`src/rtl/bsg_manycore_endpoint_credit_mux.sv`:
```
// Endpoint that joins one manycore processor port to num_nets_p forward/return
// network pairs. Outgoing packets are buffered in a small FIFO and handed
// round-robin to whichever forward network is ready. Every issued packet uses
// one remote-store credit. Any return arrival gives that credit back. A fence
// output reports when the FIFO is empty and no stores are still outstanding.
module bsg_manycore_endpoint_credit_mux #(
    parameter int num_nets_p         = 2,
    parameter int packet_width_p     = 64,
    parameter int ret_packet_width_p = 16,
    parameter int max_out_p          = 16,
    parameter int fifo_els_p         = 2,
    parameter int cnt_width_lp       = $clog2(max_out_p + 1)
) (
    input  logic                                     clk_i,
    input  logic                                     reset_n_i,

    input  logic                                     proc_v_i,
    input  logic [packet_width_p-1:0]                proc_data_i,
    output logic                                     proc_ready_o,
    input  logic                                     proc_fence_i,
    output logic                                     fence_done_o,

    output logic [num_nets_p-1:0]                    net_v_o,
    output logic [num_nets_p*packet_width_p-1:0]     net_data_o,
    input  logic [num_nets_p-1:0]                    net_ready_i,

    input  logic [num_nets_p-1:0]                    ret_v_i,
    input  logic [num_nets_p*ret_packet_width_p-1:0] ret_data_i,
    output logic [num_nets_p-1:0]                    ret_ready_o,

    output logic [cnt_width_lp-1:0]                  out_cnt_o,
    output logic                                     underflow_o
);

    localparam int ptr_width_lp = $clog2(fifo_els_p);
    localparam int occ_width_lp = $clog2(fifo_els_p + 1);
    localparam int rr_width_lp  = (num_nets_p > 1) ? $clog2(num_nets_p) : 1;
    // Four extra bits are enough for up to 8 simultaneous returns.
    localparam int sum_width_lp = cnt_width_lp + 4;

    localparam logic [cnt_width_lp-1:0] max_out_lp = cnt_width_lp'(max_out_p);
    localparam logic [occ_width_lp-1:0] fifo_els_lp = occ_width_lp'(fifo_els_p);

    // Helper functions

    // Advance a FIFO pointer, wrapping at the configured depth (need not be a power of two).
    function automatic logic [ptr_width_lp-1:0] ptr_inc(input logic [ptr_width_lp-1:0] p);
        if (int'(p) == fifo_els_p - 1) begin
            return '0;
        end
        return p + ptr_width_lp'(1);
    endfunction

    // Network index that is k positions after base, modulo num_nets_p.
    function automatic logic [rr_width_lp-1:0] rr_offset(input logic [rr_width_lp-1:0] base,
                                                         input int k);
        int s;
        s = int'(base) + k;
        if (s >= num_nets_p) begin
            s = s - num_nets_p;
        end
        return rr_width_lp'(s);
    endfunction

    // Number of returns arriving this cycle.
    function automatic logic [sum_width_lp-1:0] popcount(input logic [num_nets_p-1:0] v);
        logic [sum_width_lp-1:0] n;
        n = '0;
        for (int i = 0; i < num_nets_p; i++) begin
            n = n + sum_width_lp'(v[i]);
        end
        return n;
    endfunction

    // Net credit change for one cycle, clamped at zero.
    // The result is {underflow_hit, next_count}.
    function automatic logic [cnt_width_lp:0] credit_update(input logic [cnt_width_lp-1:0] cnt,
                                                            input logic                    issue,
                                                            input logic [sum_width_lp-1:0] rets);
        logic [sum_width_lp-1:0] avail;
        logic [sum_width_lp-1:0] diff;
        avail = sum_width_lp'(cnt) + sum_width_lp'(issue);
        diff  = avail - rets;
        if (rets > avail) begin
            return {1'b1, {cnt_width_lp{1'b0}}};
        end
        return {1'b0, diff[cnt_width_lp-1:0]};
    endfunction

    // State

    logic [packet_width_p-1:0] mem_q [fifo_els_p];
    logic [packet_width_p-1:0] mem_d [fifo_els_p];
    logic [ptr_width_lp-1:0]   wr_ptr_q, wr_ptr_d;
    logic [ptr_width_lp-1:0]   rd_ptr_q, rd_ptr_d;
    logic [occ_width_lp-1:0]   occ_q, occ_d;
    logic [rr_width_lp-1:0]    rr_q, rr_d;
    logic [cnt_width_lp-1:0]   out_cnt_q, out_cnt_d;
    logic                      underflow_q, underflow_d;

    logic                      head_v;
    logic                      fifo_full;
    logic                      has_credit;
    logic                      sel_found;
    logic [rr_width_lp-1:0]    sel_idx;
    logic                      issue;
    logic                      enq;
    logic                      underflow_hit;
    logic [cnt_width_lp-1:0]   out_cnt_upd;

    // Return payloads carry no information beyond their arrival.
    logic                      unused_ret_data;
    assign unused_ret_data = ^ret_data_i;

    // Stage: processor-side handshake and issue decision on registered state

    assign head_v     = (occ_q != '0);
    assign fifo_full  = (occ_q == fifo_els_lp);
    assign has_credit = (out_cnt_q < max_out_lp);

    assign proc_ready_o = reset_n_i && !fifo_full && !proc_fence_i;
    assign enq          = proc_v_i && proc_ready_o;

    // Pick the first ready network, starting the search at the round-robin pointer.
    always_comb begin
        sel_found = 1'b0;
        sel_idx   = '0;
        for (int k = 0; k < num_nets_p; k++) begin
            if (!sel_found && net_ready_i[rr_offset(rr_q, k)]) begin
                sel_found = 1'b1;
                sel_idx   = rr_offset(rr_q, k);
            end
        end
    end

    // Issue only if a packet is waiting, a credit is free and some network is ready.
    // A chosen network is ready, so asserting its valid means the handshake completes.
    assign issue = reset_n_i && head_v && has_credit && sel_found;

    // Assert valid on the single selected network. Every lane carries the head packet.
    always_comb begin
        net_v_o = '0;
        if (issue) begin
            net_v_o[sel_idx] = 1'b1;
        end
    end

    assign net_data_o = {num_nets_p{mem_q[rd_ptr_q]}};

    assign ret_ready_o  = {num_nets_p{reset_n_i}};
    assign out_cnt_o    = out_cnt_q;
    assign underflow_o  = underflow_q;
    assign fence_done_o = reset_n_i && proc_fence_i && !head_v && (out_cnt_q == '0);

    // Stage: next-state computation

    // FIFO storage and pointers. Enqueue and dequeue may occur in the same cycle.
    always_comb begin
        mem_d    = mem_q;
        wr_ptr_d = wr_ptr_q;
        rd_ptr_d = rd_ptr_q;
        occ_d    = occ_q;
        if (enq) begin
            mem_d[wr_ptr_q] = proc_data_i;
            wr_ptr_d        = ptr_inc(wr_ptr_q);
        end
        if (issue) begin
            rd_ptr_d = ptr_inc(rd_ptr_q);
        end
        case ({enq, issue})
            2'b10:   occ_d = occ_q + occ_width_lp'(1);
            2'b01:   occ_d = occ_q - occ_width_lp'(1);
            default: occ_d = occ_q;
        endcase
    end

    // Round-robin pointer moves past the network that just took a packet.
    always_comb begin
        rr_d = rr_q;
        if (issue) begin
            rr_d = rr_offset(sel_idx, 1);
        end
    end

    // Outstanding-store count: one up per issue, one down per return, with a zero clamp.
    always_comb begin
        {underflow_hit, out_cnt_upd} = credit_update(out_cnt_q, issue, popcount(ret_v_i));
        out_cnt_d   = out_cnt_upd;
        underflow_d = underflow_q | underflow_hit;
    end

    // Stage: registers

    // Control state is cleared by reset. A reset while packets are buffered drops them.
    always_ff @(posedge clk_i) begin
        if (!reset_n_i) begin
            wr_ptr_q    <= '0;
            rd_ptr_q    <= '0;
            occ_q       <= '0;
            rr_q        <= '0;
            out_cnt_q   <= '0;
            underflow_q <= 1'b0;
        end else begin
            wr_ptr_q    <= wr_ptr_d;
            rd_ptr_q    <= rd_ptr_d;
            occ_q       <= occ_d;
            rr_q        <= rr_d;
            out_cnt_q   <= out_cnt_d;
            underflow_q <= underflow_d;
        end
    end

    // FIFO payload storage. It is not reset; occupancy decides which entries are valid.
    always_ff @(posedge clk_i) begin
        mem_q <= mem_d;
    end

endmodule
```
`config.mk`:
```
export PLATFORM = sky130hd
export DESIGN_NAME = bsg_manycore_endpoint_credit_mux
export DESIGN_NICKNAME = d
export VERILOG_FILES = /design/src/rtl/bsg_manycore_endpoint_credit_mux.sv
export SDC_FILE = /design/constraint.sdc
export NUM_CORES = 1
export LEC_CHECK = 0
export ABC_AREA = 0
export CELL_PAD_IN_SITES_DETAIL_PLACEMENT = 0
export CELL_PAD_IN_SITES_GLOBAL_PLACEMENT = 1
export CORE_MARGIN = 2
export CORE_UTILIZATION = 38
export CTS_BUF_LIST = sky130_fd_sc_hd__clkbuf_4 sky130_fd_sc_hd__clkbuf_8
export DETAILED_ROUTE_END_ITERATION = 8
export HOLD_SLACK_MARGIN = 0.15
export MAX_ROUTING_LAYER = met4
export PLACE_DENSITY_LB_ADDON = 0.12
export SYNTH_ARGS = -nofsm -noshare
export SYNTH_HDL_FRONTEND = slang
export SYNTH_SLANG_ARGS = --single-unit
```
`constraint.sdc`:
```
create_clock -name clk_i -period 9.55 [get_ports clk_i]
set_input_delay 1.4325 -clock clk_i [delete_from_list [all_inputs] [get_ports clk_i]]
set_output_delay 1.4325 -clock clk_i [all_outputs]
set_load 0.01 [all_outputs]
```
==> results.json <==
{
  "antenna_found_initial": 0,
  "cts_root_buf": "clkbuf_8",
  "cts_tree": "done",
  "grt_pass1_vias": 3350,
  "max_slew.worst_pin.slew_ns": 0.965,
  "diodes": 0,
  "synth_area_mm2": 0.00587,
  "cts_resized": 0,
  "seqCellArea_mm2": 0.00407,
  "track_usage_pct": 14.3,
  "outcome": "completed",
  "drt_wl_total_um": 11300,
  "finalCritPeriodShare_pct": 50.9,
  "regToRegStartpoint": "out_cnt_o[4]$_SDFF_PN0_",
  "criticalPathCategory": "in2out",
  "finalCoreUtilization_pct": 53.4,
  "ys.flop_type": "edfxtp_1",
  "setup_tns_ns": 0,
  "grt_overflow": 0,
  "synthDistinctLibCells": 37,
  "tritoncts.num_buffers": 17,
  "gp_congestion": 0.692,
  "skew_ns": 0.0109,
  "end_kind": "output port",
  "insertion_delay_ns": 0.43,
  "fillers": 1286,
  "async_reset_ff_share_pct": 0,
  "max_freq_mhz": 206,
  "cap_violations": 0,
  "reg2reg_slack_ns": 6.99,
  "leakagePower_nw": 2.77,
  "die_h_um": 128,
  "ys_ff_latch": 139,
  "dp_hpwl_um": 7470,
  "grt_first_pass_wirelength_um": 17000,
  "hp-class": "reg2reg",
  "placed_area_mm2": 0.00772,
  "slew_headroom_pct": 35.6,
  "drive_gt1_share_pct": 10.2,
  "reg2reg_depth": 9,
  "cts_sinks": 139,
  "grt_max_degree": 66,
  "holdWs_ns": 0.474,
  "postCtsSetupBuffers": 0,
  "crit_end": "net_v_o[1]",
  "std_cell_rows": 45,
  "synth_cells": 347,
  "initial_utilization_pct": 38.8,
  "io_buffers": 211,
  "cp-start-kind": "primary input",
  "ys_warn_count": 0,
  "finalCriticalPeriod_ns": 4.86,
  "via_per_inst": 4.65,
  "cts-htree-levels": 4,
  "die_x_um": 128,
  "slew_viol_final": 0,
  "setup_violations": 0,
  "place_inst": 675,
  "route.vias.total": 3285,
  "ios": 244,
  "final_nets": 620,
  "synth_edf_count": 128,
  "wire_per_inst_um": 15.9,
  "avgSynthCellArea_um2": 16.9,
  "synth-seq-area-share_pct": 69.2,
  "ir_drop_mv": 0.104,
  "finalHoldViolCount": 0,
  "arrival_ns": 3.43,
  "drc_errors": 0,
  "dieArea_mm2": 0.0165,
  "fin_area_mm2": 0.00809,
  "hold_buffers": 0,
  "synth_fp_nets": 461,
  "power_density_mw_per_mm2": 182,
  "cp-startpoint": "reset_n_i",
  "cp.required_ns": 8.12,
  "multi_input_area_mm2": 0.00126,
  "area_growth_pct": 37.7,
  "drt_iter0_drc": 131,
  "clk_path_buf_depth": 2,
  "coreArea_mm2": 0.0151,
  "rr_endpoint": "out_cnt_o[4]$_SDFF_PN0_",
  "antenna_left": 0,
  "stdcell_count": 707,
  "clkTransAtPathRegs_ns": 0.08,
  "dr.pass1.iters": 4,
  "min_from": "underflow_o$_SDFF_PN0_",
  "cp_max_fo": 12,
  "rsz0062_at_grt": "no"
}
layer usage:
metal	GRT usage, %	wire (um)	part of all wire (%)	vias up
met1	16.2	4730	42	1608
met4	5.17	121	1.1	0
met5	-	0	0	-
met2	23.4	5710	51	133
met3	5.26	692	6.1	9
li1	-	-	-	1535
synthesized netlist by cell type (2+ instances only):
cell	n	area, um2
edfxtp_1	128	3840
buf_4	66	495
mux2_1	54	608
dfxtp_1	11	220
mux2_2	10	113
ha_1	9	113
nor2_1	8	30.0
buf_2	7	35.0
inv_1	7	26.3
nor2b_1	5	31.3
xnor2_1	5	43.8
and2_1	4	25.0
nand2_1	3	11.3
nor3_1	3	15.0
nor3b_1	2	15.0
o21a_1	2	15.0
o21ai_0	2	10.0
xor2_1	2	17.5
power by group:
group	leakage [nW]	switching, W	internal, W
sequential	1.25	0.0000318	0.000690
combinational	1.33	0.000125	0.000180
clock	0.186	0.000234	0.000210
total	2.77	0.000391	0.00108
cells by family after synthesis:
group / after synthesis / synth area share (%)
flip-flops: 139 / 69.2
buffers and inverters: 80 / 9.48
multiplexers: 65 / 12.4
AND/OR/NAND/NOR: 34 / 3.71
AO/OA/AOI/OAI: 11 / 1.60
adder cells (fa/ha/maj): 10 / 2.26
XOR/XNOR: 8 / 1.32
cell usage in the layout, fill, tap and decap left out, types with 2 or more instances in the layout:
cell type and count:
mux2_1 54, inv_1 7, clkinvlp_4 2, ha_1 9, xnor2_1 5, o21ai_0 2
edfxtp_1 128, nor2b_1 5, dfxtp_1 10, inv_6 7, mux2_2 10, and2_1 4
clkbuf_8 17, xor2_1 2, o21a_1 2, nor2_1 7, buf_4 2, nand2_1 3
nor3b_1 2, clkinv_4 2, clkdlybuf4s50_1 211, nor3_1 3, clkinv_2 2
cell type report:
class,count,share of cell area [%]
sequential,139,50.3
timing repair buffer,213,26.3
multi-input combinational,128,15.6
tap,188,2.91
clock buffer,17,2.89
clock inverter,15,1.70
inverter,7,0.325
critical path: stages:
cell and delay, ns:
clkdlybuf4s50_1 0.76, nand2b_2 0.15, nor3_4 0.35, and2_1 0.20
clkdlybuf4s50_1 0.53
through the flow:
| step | power (W) | worst slack (ns) |
|---|---|---|
| after floorplan | 0.000904 | 4.70 |
| after global placement | 0.00104 | 4.66 |
| after detailed placement | 0.00104 | 4.65 |
| after CTS | 0.00150 | 4.62 |
| after global routing | 0.00154 | 4.56 |
| final | 0.00147 | 4.69 |
worst min path at each step:
stage | cells after the start | to
after floorplan | 2 | occ_q[1]$_SDFFE_PN0P_
after global placement | 1 | underflow_o$_SDFF_PN0_
after detailed placement | 1 | underflow_o$_SDFF_PN0_
after CTS | 1 | underflow_o$_SDFF_PN0_
after global routing | 1 | underflow_o$_SDFF_PN0_
final | 1 | underflow_o$_SDFF_PN0_
flip-flops by register name, summed over array words and instances, names as in the netlist:
signal	flops
rd_ptr_q	1
rr_q	1
wr_ptr_q	1
underflow_o	1
out_cnt_o	5
occ_q	2
mem_q	128
Note: power is estimated with default switching activity, not from simulation.
